**config.mk**
```make
export PLATFORM = sky130hd
export DESIGN_NAME = stepper_phase_seq
export DESIGN_NICKNAME = d
export VERILOG_FILES = /design/src/rtl/stepper_phase_seq.sv
export SDC_FILE = /design/constraint.sdc
export NUM_CORES = 1
export LEC_CHECK = 0
export BUFFER_PORTS_ARGS = -buffer_cell sky130_fd_sc_hd__buf_2
export CORE_MARGIN = 4
export CORE_UTILIZATION = 45
export CTS_CLUSTER_DIAMETER = 100
export CTS_CLUSTER_SIZE = 30
export DETAILED_ROUTE_END_ITERATION = 8
export SETUP_SLACK_MARGIN = 0.15
export SLEW_MARGIN = 20
export SYNTH_ARGS = -nofsm -noshare
export SYNTH_HDL_FRONTEND = slang
export SYNTH_SLANG_ARGS = --single-unit
export TNS_END_PERCENT = 10
```
**constraint.sdc**
```tcl
create_clock -name CLK -period 3.3 [get_ports CLK]
set_input_delay 0.33 -clock CLK [delete_from_list [all_inputs] [get_ports CLK]]
set_output_delay 0.33 -clock CLK [all_outputs]
set_load 0.02 [all_outputs]
```
**src/rtl/stepper_phase_seq.sv**
```systemverilog
`default_nettype none
// stepper_phase_seq -- step/dir or timer-driven bipolar stepper phase sequencer (wave/full/half).
// Rev 1.0

module stepper_phase_seq #(
   parameter int POS_W = 32,
   parameter int DIV_W = 24
) (
   input  logic             CLK,
   input  logic             resetn,
   input  logic             enable,
   input  logic [1:0]       mode,
   input  logic             dir,
   input  logic             step,
   input  logic             auto_en,
   input  logic [DIV_W-1:0] step_period,
   output logic             phase_a1,
   output logic             phase_a2,
   output logic             phase_b1,
   output logic             phase_b2,
   output logic [POS_W-1:0] position,
   output logic             step_done
);

   localparam logic [1:0] MODE_WAVE = 2'd0;
   localparam logic [1:0] MODE_HALF = 2'd2;
   localparam logic [2:0] IDX_RESET = 3'd1;

   logic [2:0]       idx;
   logic [2:0]       idx_delta;
   logic [2:0]       idx_next;
   logic [DIV_W-1:0] timer;
   logic [DIV_W-1:0] period_m1;
   logic             timer_run;
   logic             timer_tick;
   logic             step_acc;
   logic [3:0]       coil_next;

   // Half-step table, bit order {a1, a2, b1, b2}
   function automatic logic [3:0] coil_pattern(input logic [2:0] i);
      logic [3:0] p;
      case (i)
         3'd0:    p = 4'b1000;
         3'd1:    p = 4'b1010;
         3'd2:    p = 4'b0010;
         3'd3:    p = 4'b0110;
         3'd4:    p = 4'b0100;
         3'd5:    p = 4'b0101;
         3'd6:    p = 4'b0001;
         default: p = 4'b1001;
      endcase
      return p;
   endfunction

   // Compare with >= so a shortened period takes effect without waiting for a wrap
   assign timer_run  = auto_en & enable & (step_period != '0);
   assign period_m1  = step_period - DIV_W'(1);
   assign timer_tick = timer_run & (timer >= period_m1);

   assign step_acc = enable & (auto_en ? timer_tick : step);

   // Full mode lands on odd (two-coil) indices, wave mode on even (one-coil) indices
   always_comb begin
      idx_delta = 3'd1;
      case (mode)
         MODE_HALF: idx_delta = 3'd1;
         MODE_WAVE: idx_delta = idx[0] ? 3'd1 : 3'd2;
         default:   idx_delta = idx[0] ? 3'd2 : 3'd1;
      endcase
   end

   always_comb begin
      idx_next = idx;
      if (step_acc) begin
         idx_next = dir ? (idx + idx_delta) : (idx - idx_delta);
      end
   end

   assign coil_next = enable ? coil_pattern(idx_next) : 4'b0000;

   always_ff @(posedge CLK or negedge resetn) begin
      if (!resetn) begin
         timer <= '0;
      end else if (!timer_run || timer_tick) begin
         timer <= '0;
      end else begin
         timer <= timer + DIV_W'(1);
      end
   end

   always_ff @(posedge CLK or negedge resetn) begin
      if (!resetn) begin
         idx       <= IDX_RESET;
         position  <= '0;
         step_done <= 1'b0;
         phase_a1  <= 1'b0;
         phase_a2  <= 1'b0;
         phase_b1  <= 1'b0;
         phase_b2  <= 1'b0;
      end else begin
         idx       <= idx_next;
         step_done <= step_acc;
         {phase_a1, phase_a2, phase_b1, phase_b2} <= coil_next;
         if (step_acc) begin
            position <= dir ? (position + POS_W'(1)) : (position - POS_W'(1));
         end
      end
   end

endmodule

`default_nettype wire

```
### After elaboration in Yosys (flattened, before gate mapping)

Index checks and enable logic that the tools add are counted.
Widths: inputs -> output; s select.

| cells by class | value |
|---|---|
| bitwise operators | 4 |
| add/subtract/negate cells | 6 |
| magnitude comparators | 1 |
| reduce and logical (&&, ||, !) cells | 5 |
| multiplexer cells | 10 |
| equal/unequal tests | 7 |

Operators by type and width:

| operator | count |
|---|---|
| $add 32x1->32 const B | 1 |
| $mux 32 | 1 |
| $sub 32x1->32 const B | 1 |
| $pmux 4 s7 | 1 |
| $add 24x1->24 const B | 1 |
| $ge 24x24->1 | 1 |
| $mux 24 | 1 |
| $reduce_bool 24->1 | 1 |
| $sub 24x1->24 const B | 1 |
| $eq 3x3->1 const B | 3 |
| $eq 3x2->1 const B | 2 |
| $mux 3 | 2 |
| $and 1x1->1 | 4 |
| $mux 2 | 2 |
| $mux 4 | 1 |
| $pmux 2 s2 | 1 |
| $add 3x3->3 | 1 |
| $eq 3x1->1 const B | 1 |
| $logic_not 3->1 | 1 |
| $sub 3x3->3 | 1 |
| $eq 2x2->1 const B | 1 |
| $logic_not 2->1 | 1 |
| $logic_not 1->1 | 1 |
| $logic_or 1x1->1 | 1 |
| $mux 1 | 1 |

| word-level totals | value |
|---|---|
| input bits | 32 |
| bits in registers | 64 |
| logic and storage cells | 41 |
| output and inout port bits | 37 |

### Logic depth before layout (Yosys ltp)

| depth | value |
|---|---|
| word-level depth | 9 |
| mapped depth | 18 |
| gate-level depth less buffers | 17 |

### Worst setup path before layout

OpenSTA, ideal clock, no wires.

| path | value |
|---|---|
| kind | input-to-reg |
| start | in step_period[3] |
| end | reg phase_b2 |
| stages | 16 |
| slack | -0.646 ns |
| arrival | 3.814 ns |
| path buffers | 0 |
| cell sequence | or3_4 nor3_1 nand2b_1 or3_1 nand2b_1 nor4_1 xnor2_1 ha_1 nand4_1 nor3_1 a221oi_1 o211ai_1 o21ba_4 or4_1 o311ai_1 nor2b_1 |

| between the ends | value |
|---|---|
| longest elaborated chain between the ends | 9 |

RTL lines:

| item | line | RTL |
|---|---|---|
| start: declaration | 16 | `input logic [DIV_W-1:0] step_period,` |
| $sub 24x1->24 or $reduce_bool 24->1 (tied branches) | 57, 56 |  |
| $ge 24x24->1 or $and 1x1->1 (tied branches) | 58, 56 |  |
| $and 1x1->1 (*) | 58 | `assign timer_tick = timer_run & (timer >= period_m1);` |
| $mux 1 (*) | 60 | `assign step_acc = enable & (auto_en ? timer_tick : step);` |
| $and 1x1->1 (*) | 60 |  |
| $mux 3 (*) | 74 | `if (step_acc) begin` |
| $eq 3x3->1 (tied with other cells) | 42 | `case (i)` |
| $pmux 4 s7 (*) | 42 |  |
| $mux 4 (*) | 79 | `assign coil_next = enable ? coil_pattern(idx_next) : 4'b0000;` |
| net coil_next[0] | 37 | `logic [3:0] coil_next;` |
| end signal: assignment | 103 | `{phase_a1, phase_a2, phase_b1, phase_b2} <= coil_next;` |
| end: declaration | 20 | `output logic phase_b2,` |

The timed path passes the listed nets; every way through them passes the cells marked *.
A chain may end at the register's enable or synchronous reset.

### Worst setup path in the final report

Ends and elaborated chain as after synthesis.

==> impl_results.md <==
* Clock slew at reported path FFs at 0.05 ns
* Crit Reg-Reg Endpoint: position[31]
* Antenna fix cells at 0
* Ys async rst share at 100%
* Die X at 116 um
* Hold_sp: enable
* First-pass DRT Iterations at 4
* Leak pwr at ~3.1 nW
* Total grt overflow at 0
* CTS tree: built
* Most common cell on crit path: or3_4
* Crit path kind: input port to flop
* Cell Area, Synth at 5260 um2
* CP Data Arrival Time at 3.70 ns
* Final setup fails at slightly above 40
* Main combinational cell family by area after synthesis: simple AND/OR/NAND/NOR gates
* HPWL Detailed at around 10000 um
* Port-buffer cells at 68
* Share of the yosys chip area belonging to registers at 30.5%
* Sinks on Clock Net at 64
* Avg WL per Cell at approximately 15 um
* Antenna violations before repair at 0
* Antenna-violating nets left at 0
* # fillers at 1021
* Fin. Hold Viols at 0
* Largest net degree at the start of global routing at between 40 and 50
* CP Launch Type: input port
* Reg2Reg Depth at 10
* Unrepaired setup endpoints after global routing: yes
* Max-slew violations at 0
* Worst-Margin Slew at ~0.56 ns
* Min cycle time layout at about 3.5 ns
* Hold-critical path depth at 3
* Setup crit end kind: flop
* Worst Hold Class: input port to flop
* Number of global-route vias before repair at 4886
* Final #Nets at roughly 830
* Worst-Skew Late Latency at 0.33 ns
* Worst VDD drop at between 0.4 and 0.5 mV
* Std cell rows at 39
* Buf+Inv Stages, Crit Path at 2
* Via density per instance at 5.57
* Crit-path slowest cell: or4_4
* Area leader, netlist: dfrtp_1
* GP Congestion at between 0.8 and 0.9
* CP max FO at 5
* Compound-Gate Fraction of Synth Area at a little under a fifth
* Ports at just under 70
* Max-slew headroom at between 60% and 70%
* H-Tree Depth at 3
* R2R Setup Slk at 0.23 ns
* CP required at roughly 3.5 ns
* Inserted Clock Buffers at 9
* Syn avg cell area at around 8.6 um2
* Net count after synthesis at between 700 and 800
* Pwr Density at around 750 nW/um2
* Starting Density at 46.0%
* Number of synthesized flops with an enable pin at 0
* Simple-gate share of the synthesized area at between 20% and 30%
* Top_reg_cell synth: dfrtp_1
* Max-cap violations at 0
* Worst Hold End: phase_b1
* Layout overhead on the synthesized area at 30.9%
* Core area at ~11000 um2
* Fraction of layout cells with a size suffix above 1 at between 20% and 30%
* Synth Area in Adders at 14.3%
* DRC at 0
* Via count at around 4900
* Die area at ~13000 um2
* Root Buffer: clkbuf_16
* Failing checks: negative setup slack
* Highest clock rate at roughly 290 MHz
* Place WS at -0.699 ns
* Post-synthesis register bit count at 64
* Biggest cell delay along the critical path at between 0.4 and 0.5 ns
* Mux cell area share after synthesis at less than 1%
* Synth Area in XOR/XNOR at between 10% and 20%
* Critical path cell sequence: buf_6 -> or3_4 -> nor3_4 -> nand2b_1 -> or3_4 -> nand2b_4 -> buf_4 -> xor2_1 -> ha_1 -> nand4_1 -> nor3_2 -> a221oi_2 -> o211ai_1 -> o21ba_4 -> or4_4 -> o311ai_2 -> nor2b_1
* Clock Path Buffers at 2
* Global-route wire length before repair at 22800 um
* DRT iter0 DRCs at approximately 240
* Final wirelength at ~13000 um
* Reg-to-Reg Start: position[8]
* Top cell type's share of synthesized area at between 20% and 30%
* Yosys cell types at 63
* Tot GR Track Use at approximately a fifth
* Core Util, Final at 60.3%
* Clock skew at between 0.006 and 0.007 ns
* Delay-heaviest family, CP: simple AND/OR/NAND/NOR gates
* Outcome: finished, violations left
* YS warnings at 0
* Period utilisation layout at 106%
* Mapped Cells at around 610
* Synth area leaders: dfrtp_1 (30%), ha_1 (14%), xnor2_1 (7.0%)
* Die Span Y at about 120 um
* Final worst slack at -0.192 ns
-- report_power, final --
part | switching, mW | internal (mW)
clock network | 0.341 | 0.702
logic | 1.65 | 1.25
registers | 0.222 | 1.02
total | 2.22 | 2.97
-- metal layers --
metal	routed length [um]	global-route usage [%]	vias to the layer above
li1	-	-	2464
met1	6170	27.8	2349
met2	6510	34.9	98
met3	601	4.04	18
met4	195	6.26	0
met5	0	0	-
-- flip-flops by register name, summed over array words and instances, names as in the netlist --
name / cells
phase_b1: 1
idx: 3
position: 32
timer: 24
step_done: 1
phase_b2: 1
phase_a1: 1
phase_a2: 1
-- worst reg2reg max path, stage by stage (launching register included) --
cell and delay [ns]:
dfrtp_1 0.42, ha_1 0.37, nand3_1 0.21, nor3_1 0.23
o31ai_1 0.16, a2111o_1 0.51, a2111oi_0 0.51, buf_4 0.20
o31a_1 0.16, o21ai_2 0.07, xnor2_1 0.12
-- kinds of logic (layout without fill, tap and decap cells) --
| family | count (synthesis) | in the layout |
|---|---|---|
| multiplexers | 3 | 3 |
| adder cells (fa/ha/maj) | 59 | 59 |
| XOR/XNOR | 67 | 67 |
| AO/OA/AOI/OAI | 156 | 156 |
| buffers and inverters | 35 | 166 |
| AND/OR/NAND/NOR | 227 | 227 |
| flip-flops | 64 | 64 |
-- layout by cell type, fill, tap and decap left out, types with 4 or more instances in the layout --
cell type,netlist,layout
o21bai_1,5,5
nand4_1,9,9
a21oi_2,0,6
nor2_4,0,5
nand2_1,45,44
nand3_1,20,20
nor2_2,0,13
xnor2_1,42,42
a21oi_1,54,47
nor2b_1,4,4
nor4_1,6,4
or2_2,5,5
o21ai_1,0,7
a31oi_1,5,5
a21o_1,14,14
nor3_1,16,13
inv_1,18,17
nand2b_1,9,8
and3_1,11,11
buf_12,0,4
or3_1,5,4
buf_2,3,66
o21a_1,6,6
o31ai_2,1,4
a211oi_1,9,8
and2_1,4,4
buf_4,0,56
o21ai_0,29,20
xor2_1,25,24
ha_1,57,57
clkbuf_16,0,9
nor2_1,78,60
dfrtp_1,63,63
-- stage by stage --
step           setup TNS (ns)  cells  hold slack (ns)  cell area, um2  power (mW)
6_report                -1.53    885            0.310            6880        5.18
5_1_grt                -10.15    885            0.312            6880        5.58
4_1_cts                 -3.96    883            0.295            6740        5.09
3_5_place_dp           -33.57    859            0.349            6200        3.96
3_3_place_gp           -28.26    859            0.344            6200        3.90
2_1_floorplan          -18.49    611           0.0344            5300        3.15
-- worst max path at each step --
stage                    from  endpoint  cells after the start
6_report       step_period[3]  phase_b2                     17
5_1_grt        step_period[3]  phase_b1                     17
3_3_place_gp   step_period[3]  phase_b2                     17
3_5_place_dp   step_period[3]  phase_b2                     17
2_1_floorplan  step_period[3]  phase_b2                     16
4_1_cts        step_period[3]  phase_b2                     17
-- synth_stat cells (all sizes together), types with 4 or more instances --
master and count:
nor2b 4, o21bai 5, o31ai 6, clkbuf 14, nor3 16, a211oi 9, ha 57, o21a 6
nand4 9, dfrtp 63, or3 7, inv 18, nand2 46, nand3 20, nand2b 10, or2 5
nor4 8, a31oi 5, and2 4, o21ai 30, nor2 79, and3 11, xnor2 42, xor2 25
a21o 14, a21oi 54
-- final cells by class --
type | instances | area [um2] | share of cell area (%)
Clock buffer | 13 | 260 | 3.78
Clock inverter | 3 | 65.1 | 0.945
Inverter | 18 | 75.1 | 1.09
Multi-Input combinational cell | 512 | 3750 | 54.6
Sequential cell | 64 | 1600 | 23.3
Tap cell | 143 | 179 | 2.60
Timing Repair Buffer | 132 | 946 | 13.7
-- timing repair --
| item | in CTS | in global routing |
|---|---|---|
| hold buffers | 1 | 0 |
| gates resized for setup | 31 | 35 |
| hold endpoints to repair | 9 | 0 |
| gates cloned | 3 | 0 |
| endpoints found under the setup margin | 64 | 64 |
| pin swaps | 16 | 14 |
| setup buffers | 4 | 2 |
Note: power is estimated with default switching activity, not from simulation.
